$ cat src/rtl/ball_pkg.sv
// Shared types and constants for the ball sprite scanner: size codes, update FSM
// states and the bounding-box width helper.
package ball_pkg;

    localparam int unsigned COORD_W    = 11;
    localparam int unsigned BITMAP_DIM = 32;

    typedef enum logic [1:0] {
        SIZE_64 = 2'd0,
        SIZE_32 = 2'd1,
        SIZE_16 = 2'd2,
        SIZE_8  = 2'd3
    } size_code_t;

    typedef enum logic {
        IDLE    = 1'b0,
        PENDING = 1'b1
    } upd_state_t;

    // On-screen edge length of the ball box for a given size code.
    function automatic logic [6:0] box_width(input size_code_t s);
        return 7'd64 >> s;
    endfunction

endpackage

$ cat src/rtl/rect_offset_scale.sv
// Combinational box test for one ball plus scaling of the in-box offset into
// 32x32 bitmap coordinates.
module rect_offset_scale
    import ball_pkg::*;
(
    input  logic [COORD_W-1:0] pos_x_i,
    input  logic [COORD_W-1:0] pos_y_i,
    input  size_code_t         size_i,
    input  logic               enable_i,
    input  logic [COORD_W-1:0] pixel_x_i,
    input  logic [COORD_W-1:0] pixel_y_i,
    output logic               inside_o,
    output logic [4:0]         off_x_o,
    output logic [4:0]         off_y_o
);

    logic [COORD_W:0] dx;
    logic [COORD_W:0] dy;
    logic [6:0]       width;
    logic             in_x;
    logic             in_y;

    // Unsigned pixel minus sign-extended top-left; a negative result never hits.
    assign dx    = {1'b0, pixel_x_i} - {pos_x_i[COORD_W-1], pos_x_i};
    assign dy    = {1'b0, pixel_y_i} - {pos_y_i[COORD_W-1], pos_y_i};
    assign width = box_width(size_i);

    assign in_x     = !dx[COORD_W] && (dx < {5'b0, width});
    assign in_y     = !dy[COORD_W] && (dy < {5'b0, width});
    assign inside_o = enable_i && in_x && in_y;

    always_comb begin
        off_x_o = '0;
        off_y_o = '0;
        case (size_i)
            SIZE_64: begin
                off_x_o = dx[5:1];
                off_y_o = dy[5:1];
            end
            SIZE_32: begin
                off_x_o = dx[4:0];
                off_y_o = dy[4:0];
            end
            SIZE_16: begin
                off_x_o = {dx[3:0], 1'b0};
                off_y_o = {dy[3:0], 1'b0};
            end
            SIZE_8: begin
                off_x_o = {dx[2:0], 2'b0};
                off_y_o = {dy[2:0], 2'b0};
            end
            default: ;
        endcase
    end

endmodule

$ cat src/rtl/ball_rect_scanner.sv
// Ball sprite read-interface driver: frame-latched position/size with a
// pending/ack update handshake, and registered bitmap offsets.
module ball_rect_scanner
    import ball_pkg::*;
#(
    parameter int INIT_X    = 304,
    parameter int INIT_Y    = 100,
    parameter int INIT_SIZE = 1
) (
    input  logic        clk,
    input  logic        resetN,
    input  logic [10:0] pixelX,
    input  logic [10:0] pixelY,
    input  logic        startOfFrame,
    input  logic        posUpdate,
    input  logic [10:0] newTopLeftX,
    input  logic [10:0] newTopLeftY,
    input  logic [1:0]  newSize,
    input  logic        newEnable,
    output logic        posAck,
    output logic        updatePending,
    output logic [10:0] offsetX,
    output logic [10:0] offsetY,
    output logic        InsideRectangle
);

    localparam logic [COORD_W-1:0] RST_X    = COORD_W'(INIT_X);
    localparam logic [COORD_W-1:0] RST_Y    = COORD_W'(INIT_Y);
    localparam size_code_t         RST_SIZE = size_code_t'(2'(INIT_SIZE));

    upd_state_t         state_q, state_d;
    logic [COORD_W-1:0] shd_x_q, shd_y_q;
    size_code_t         shd_size_q;
    logic               shd_en_q;
    logic [COORD_W-1:0] act_x_q, act_x_d, act_y_q, act_y_d;
    size_code_t         act_size_q, act_size_d;
    logic               act_en_q, act_en_d;
    logic               ack_q, ack_d;
    logic               inside_q;
    logic [4:0]         off_x_q, off_y_q;

    logic               inside_c;
    logic [4:0]         off_x_c, off_y_c;

    always_comb begin
        state_d    = state_q;
        act_x_d    = act_x_q;
        act_y_d    = act_y_q;
        act_size_d = act_size_q;
        act_en_d   = act_en_q;
        ack_d      = 1'b0;
        if (startOfFrame && posUpdate) begin
            // Same-cycle update skips the shadow and lands at this frame start.
            act_x_d    = newTopLeftX;
            act_y_d    = newTopLeftY;
            act_size_d = size_code_t'(newSize);
            act_en_d   = newEnable;
            ack_d      = 1'b1;
            state_d    = IDLE;
        end else if (startOfFrame && state_q == PENDING) begin
            act_x_d    = shd_x_q;
            act_y_d    = shd_y_q;
            act_size_d = shd_size_q;
            act_en_d   = shd_en_q;
            ack_d      = 1'b1;
            state_d    = IDLE;
        end else if (posUpdate) begin
            state_d = PENDING;
        end
    end

    always_ff @(posedge clk or negedge resetN) begin
        if (!resetN) begin
            state_q    <= IDLE;
            shd_x_q    <= RST_X;
            shd_y_q    <= RST_Y;
            shd_size_q <= RST_SIZE;
            shd_en_q   <= 1'b1;
            act_x_q    <= RST_X;
            act_y_q    <= RST_Y;
            act_size_q <= RST_SIZE;
            act_en_q   <= 1'b1;
            ack_q      <= 1'b0;
            inside_q   <= 1'b0;
            off_x_q    <= '0;
            off_y_q    <= '0;
        end else begin
            state_q <= state_d;
            if (posUpdate) begin
                shd_x_q    <= newTopLeftX;
                shd_y_q    <= newTopLeftY;
                shd_size_q <= size_code_t'(newSize);
                shd_en_q   <= newEnable;
            end
            act_x_q    <= act_x_d;
            act_y_q    <= act_y_d;
            act_size_q <= act_size_d;
            act_en_q   <= act_en_d;
            ack_q      <= ack_d;
            inside_q   <= inside_c;
            off_x_q    <= inside_c ? off_x_c : '0;
            off_y_q    <= inside_c ? off_y_c : '0;
        end
    end

    rect_offset_scale u_scale (
        .pos_x_i   (act_x_q),
        .pos_y_i   (act_y_q),
        .size_i    (act_size_q),
        .enable_i  (act_en_q),
        .pixel_x_i (pixelX),
        .pixel_y_i (pixelY),
        .inside_o  (inside_c),
        .off_x_o   (off_x_c),
        .off_y_o   (off_y_c)
    );

    assign posAck          = ack_q;
    assign updatePending   = (state_q == PENDING);
    assign InsideRectangle = inside_q;
    assign offsetX         = {6'b0, off_x_q};
    assign offsetY         = {6'b0, off_y_q};

endmodule

$ cat config.mk
export PLATFORM = sky130hd
export DESIGN_NAME = ball_rect_scanner
export DESIGN_NICKNAME = d
export VERILOG_FILES = /design/src/rtl/ball_pkg.sv /design/src/rtl/rect_offset_scale.sv /design/src/rtl/ball_rect_scanner.sv
export SDC_FILE = /design/constraint.sdc
export NUM_CORES = 1
export LEC_CHECK = 0
export ABC_AREA = 1
export CELL_PAD_IN_SITES_DETAIL_PLACEMENT = 1
export CELL_PAD_IN_SITES_GLOBAL_PLACEMENT = 1
export CORE_MARGIN = 5
export CORE_UTILIZATION = 40
export CTS_BUF_LIST = sky130_fd_sc_hd__clkbuf_8
export DETAILED_ROUTE_END_ITERATION = 8
export GPL_TIMING_DRIVEN = 0
export MAX_ROUTING_LAYER = met4
export PLACE_DENSITY = 0.81
export RECOVER_POWER = 100
export SYNTH_ARGS = -nofsm -noshare
export SYNTH_HDL_FRONTEND = slang
export SYNTH_SLANG_ARGS = --single-unit
$ cat constraint.sdc
create_clock -name clk -period 7.51 [get_ports clk]
set_input_delay 0.751 -clock clk [delete_from_list [all_inputs] [get_ports clk]]
set_output_delay 0.751 -clock clk [all_outputs]
set_load 0.02 [all_outputs]
---- Word-level counts from Yosys, hierarchy flattened ----
Cells that the tools add are included.
Widths: inputs -> output; s select.
storage, ports and cells
  register bits after elaboration ......... 63
  input port bits ......................... 51
  output and inout bits ................... 25
cells by class
  add/subtract/negate cells ............... 2
  $lt $le $gt $ge ......................... 2
  eq/ne operators ......................... 3
  shifts and indexed selects .............. 1
  mux-type cells .......................... 17
  reduce and logical (&&, ||, !) cells .... 11
operator list
  operator             count
  $mux 11              4
  $pmux 5 s4           2
  $lt 12x7->1          2
  $sub 11x12->12       2
  $mux 5               2
  $mux 1               7
  $shr 7x2->7 const A  1
  $logic_and 1x1->1    6
  $eq 2x2->1 const B   2
  $mux 2               2
  $reduce_bool 3->1    1
  $eq 2x1->1 const B   1
  $logic_not 1->1      2
  $logic_not 2->1      1
  $reduce_bool 2->1    1

---- Longest topological paths before layout ----
  depth after elaboration ................. 6
  mapped depth ............................ 20

---- By module ----
Synthesis repeated with hierarchy kept, for this count alone.
second synthesis, totals
  cell total of the unflattened synthesis .. 614
  area total of the unflattened synthesis .. 4304.1 um2
modules (own cells, without submodules)
  module             instances  cells an instance  area each (um2)  seq. area each (um2)
  ball_rect_scanner  1          304                2626.3           1596.5
  rect_offset_scale  1          310                1677.9           0.0

---- Worst setup path before layout ----
Ideal clock, no wire load.
  kind .................................... input to register
  from .................................... input pixelX[0]
  to ...................................... register off_y_q[1]
  library setup time ...................... 0.069 ns
  arrival time ............................ 2.776 ns
  data required time ...................... 7.441 ns
  path slack .............................. 4.665 ns
  stages on the path ...................... 18
  path buffers ............................ 1
  path through ............................ inv_1 > ha_1 > inv_1 > fa_1 > nand2_1 > nand3_1 > nand2_1 > o21ai_0 > xor2_1 > ha_1 > nor3_1 > nand3_1 > nor2_1 > nand2_1 > nor2_2 > nand2_2 > buf_6 > nor2_2
between the ends
  cells in the longest elaborated chain, start to end .. 6
  elaborated cells between the ends (all ways) .. 7
ends and longest elaborated chain
  item                                                   line                      source
  from (decl)                                            ball_rect_scanner.sv:12   input logic [10:0] pixelX,
  $sub 11x12->12 *                                       rect_offset_scale.sv:24   assign dx = {1'b0, pixel_x_i} - {pos_x_i[COORD_W-1], pos_x_i};
  $lt 12x7->1 / $logic_not 1->1 (equally long branches)  rect_offset_scale.sv:28   assign in_x = !dx[COORD_W] && (dx < {5'b0, width});
  $logic_and 1x1->1 *                                    rect_offset_scale.sv:28
  $logic_and 1x1->1 * (2 in series)                      rect_offset_scale.sv:30   assign inside_o = enable_i && in_x && in_y;
  $mux 5 *                                               ball_rect_scanner.sv:102  off_y_q <= inside_c ? off_y_c : '0;
  to (signal assigned)                                   ball_rect_scanner.sv:102
  to (decl)                                              ball_rect_scanner.sv:40   logic [4:0] off_x_q, off_y_q;
Mark *: on every way between the ends. The rest lies on a longest branch, timed or not.
A chain may end at the register's enable or synchronous reset.

---- Worst setup path in the final report ----
  from .................................... input pixelX[0]
  to ...................................... register off_y_q[3]
Same word-level chain as after synthesis.

==> results by group <==
Outcome
  – Status: complete, but fails checks
  – Failing checks: max-capacitance violations, max-slew violations

Floorplan
  – Chip width: 110.7 um
  – # rows: 36
  – DIE AREA: 0.01226 sq mm
  – Core area: 0.009819 sq mm
  – Die H: 110.7 um
  – IO Count: 76
  – Initial Utilization: between 40% and 50%

Worst setup path
  – Most frequent CP cell: nand2_1
  – Crit-path slowest cell: clkbuf_1
  – Crit path max-delay family: buffers and inverters
  – Crit Path Category: in -> reg
  – Critical R2R Launch: act_y_q[0]
  – Required @ worst endpoint: between 7 and 8 ns
  – Crit. End Element: flip-flop
  – Crit Path Max Fanout: 10
  – R2R depth: 16
  – CP startpoint kind: primary input
  – Crit-path max cell delay: ~0.55 ns
  – Critical Path AT: approximately 3.9 ns
  – FF-to-FF End: off_y_q[3]
  – R2R Setup Slk: 4.30 ns
  – Worst Path Buf+Inv: 6
  – Crit path cell chain: dlygate4sd3_1 > inv_1 > ha_1 > inv_1 > fa_1 > nand2_1 > nand3_1 > nand2_1 > xor2_1 > inv_1 > ha_1 > nand2_1 > inv_1 > nand2_1 > nand2_1 > nand2_1 > nand3_1 > nor2_2 > nand2_1 > clkbuf_1 > nor2_2

STA
  – RSZ-0062 raised after global routing: no
  – Final setup fails: 0
  – Final min period: 3.673 ns
  – Final period utilization: 48.90%
  – Maximum clock frequency: 272.3 MHz
  – Final hold violations: 0
  – Final Skew: 0.009491 ns
  – Post-route setup TNS: 0 ns
  – PnR worst setup slack: 3.837 ns
  – Slew Limit Headroom: -123.0%
  – Slew @ Worst Pin: approximately 3.3 ns
  – Final Max Slew Viols: 64

Drt
  – Drc violations: 0
  – DR WL/cell: roughly 15 um
  – DR pass1 iterations: 4
  – DRT antenna net count: 0
  – DR iter-0 viols: 120
  – DRT Wirelength: 11.35 mm
  – Vias/cell: 4.885
  – Vias after detailed routing: 3786

Logic synthesis
  – Gate Count Post-Synth: 552
  – Syn avg cell area: 7.353 sq um
  – Synthesized flop and latch total: 63
  – Netlist Area Pre-Place: 0.004059 sq mm
  – Distinct cells, synth: 32
  – Yosys warns: 0
  – Sequential share of the synthesized area: around two fifths
  – Largest area contributor in the netlist: dfrtp_1
  – Yosys top cell area share: 28.98%
  – Area contributors post-synth: dfrtp_1 (29%), nand2_1 (16%), dfstp_2 (10%)

Pwr
  – Total power draw: 1172 uW
  – Max rail drop VDD: 105.9 uV
  – Leak pwr: approximately 0.0027 uW
  – Power Dens Cells: 229.2 mW/mm^2

GRT
  – Vias in the first global route: 4015
  – Largest net degree at the start of global routing: 64
  – First-pass GRT wire length: 19.32 mm
  – Total grt overflow: 0
  – GRT Resource Usage Total: 19.88%
  – Initial antenna violation count: 0

Clocking
  – Setup bufs post-CTS: 0
  – H-tree depth: 3
  – Root Buffer: clkbuf_8
  – Clock Path Buffers: 2
  – Worst-path clk slew: 0.08 ns
  – CTS resizes: 0
  – CTS tree: built
  – Cts bufs inserted: 9
  – Sink Count: 63
  – Clock Latency Late Sink: 0.35 ns
  – CTS Hold Buffers Added: 0

Cells and area
  – Design Area, Final: between 0.005 and 0.006 sq mm
  – Most common cell after layout, fill and taps aside: nand2_1
  – Finished Layout Cells: 775
  – Syn-to-layout area delta: 25.96%
  – Fin nets: 718
  – Fraction of layout cells with a size suffix above 1: 11.84%
  – Commonest cells after routing, fill and taps aside: nand2_1 (172), inv_1 (70), dfrtp_1 (47), clkdlybuf4s50_1 (47), nor2_1 (44)
  – Ant diodes: 0

Hold path
  – Hold path startpoint: shd_x_q[0]
  – Cells on Worst Hold Path: 2
  – HP Class: reg -> reg
  – Worst hold endpoint: shd_x_q[0]

Placement
  – Port-buffer cells: 63
  – DP Wirelength: ~9.3 mm
  – Worst slack, placed: 3.924 ns
  – Dpl cells: 759
  – Cell Area, Placed: 0.004895 sq mm
  – GPL Wtd Cong: 0.8212

Run
  – Max cap viols: 1
==> routing by layer <==
metal	share of wire (%)	wire length [um]	GRT usage (%)
met2	49	5566	33.45
met5	0	0	-
met3	3.0	340	3.766
met4	2.1	240	6.732
met1	46	5204	24.00
==> worst max path at each step <==
stage	cells after the start	from	slack (ns)	to
after global routing	1	resetN	3.32	shd_y_q[4]
after CTS	18	pixelY[0]	4.30	off_y_q[3]
after floorplan	18	pixelX[0]	4.66	off_y_q[1]
after global placement	1	resetN	3.60	posAck
after detailed placement	18	pixelY[0]	3.92	off_y_q[3]
final	21	pixelX[0]	3.84	off_y_q[3]
==> tightest hold or removal path: stages (launching register included) <==
cell and delay (ns):
dfrtp_1 0.33, nand2_1 0.06, nand2_1 0.06
==> cells in the mapped netlist <==
library cell and count:
nand2_2 10, clkbuf_1 9, nand3_1 21, a21oi_1 31, nand3b_1 2, o21ai_0 36, clkinv_1 2, ha_1 28
buf_6 1, inv_1 70, a21oi_2 3, a31oi_1 2, nor2_1 44, conb_1 1, nor2_2 12, nand3_2 1
nand2_1 171, inv_2 4, fa_1 2, or2_2 2, o21ai_1 1, xor2_1 3, o211ai_1 5, buf_1 1
nor3_1 1, o21bai_1 3, nand4_1 5, nor2_4 1, dfstp_2 16, xnor2_1 5, dfrtp_1 47, buf_4 12
==> per-stage QoR <==
stage | util [%] | hold slack [ns]
after detailed placement | 49.85 | 0.4608
after CTS | 52.20 | 0.4796
after global placement | 49.87 | 0.4490
final | 52.06 | 0.4783
after global routing | 52.06 | 0.4976
after floorplan | - | 0.4374
==> logic make-up after synthesis <==
| family | synth area share, % |
|---|---|
| DFF | 39.33 |
| other | 0.09239 |
| AOI/OAI and AO/OA | 10.82 |
| xor gates and xnor gates | 1.726 |
| and+or+nand+nor | 27.96 |
| adders and majority gates | 9.618 |
| buffers and inverters | 10.45 |
==> where the power goes <==
group / leakage, uW / total [uW] / internal (uW) / switching (uW)
sequential: 0.000754 / 394 / 380 / 14.6
clock: 0.000112 / 348 / 204 / 144
combinational: 0.00179 / 430 / 161 / 269
total: 0.00266 / 1170 / 745 / 427
==> area by class of cell <==
| class | instances | area [sq um] |
|---|---|---|
| clock buffer | 11 | 151.4 |
| inverter | 76 | 285.3 |
| sequential | 63 | 1597 |
| clock inverter | 5 | 80.08 |
| multi-input combinational | 401 | 2077 |
| buffer | 23 | 131.4 |
| fill | 1306 | 4707 |
| timing repair buffer | 63 | 624.3 |
| tap | 133 | 166.4 |
==> sequential cells by signal (all words and copies together) (netlist names), 2 cells and up <==
name and count:
shd_y_q 11, act_y_q 11, shd_size_q 2, shd_x_q 11, off_x_q 5, act_size_q 2, off_y_q 5, act_x_q 11
Power figures use the tool's default switching activity.
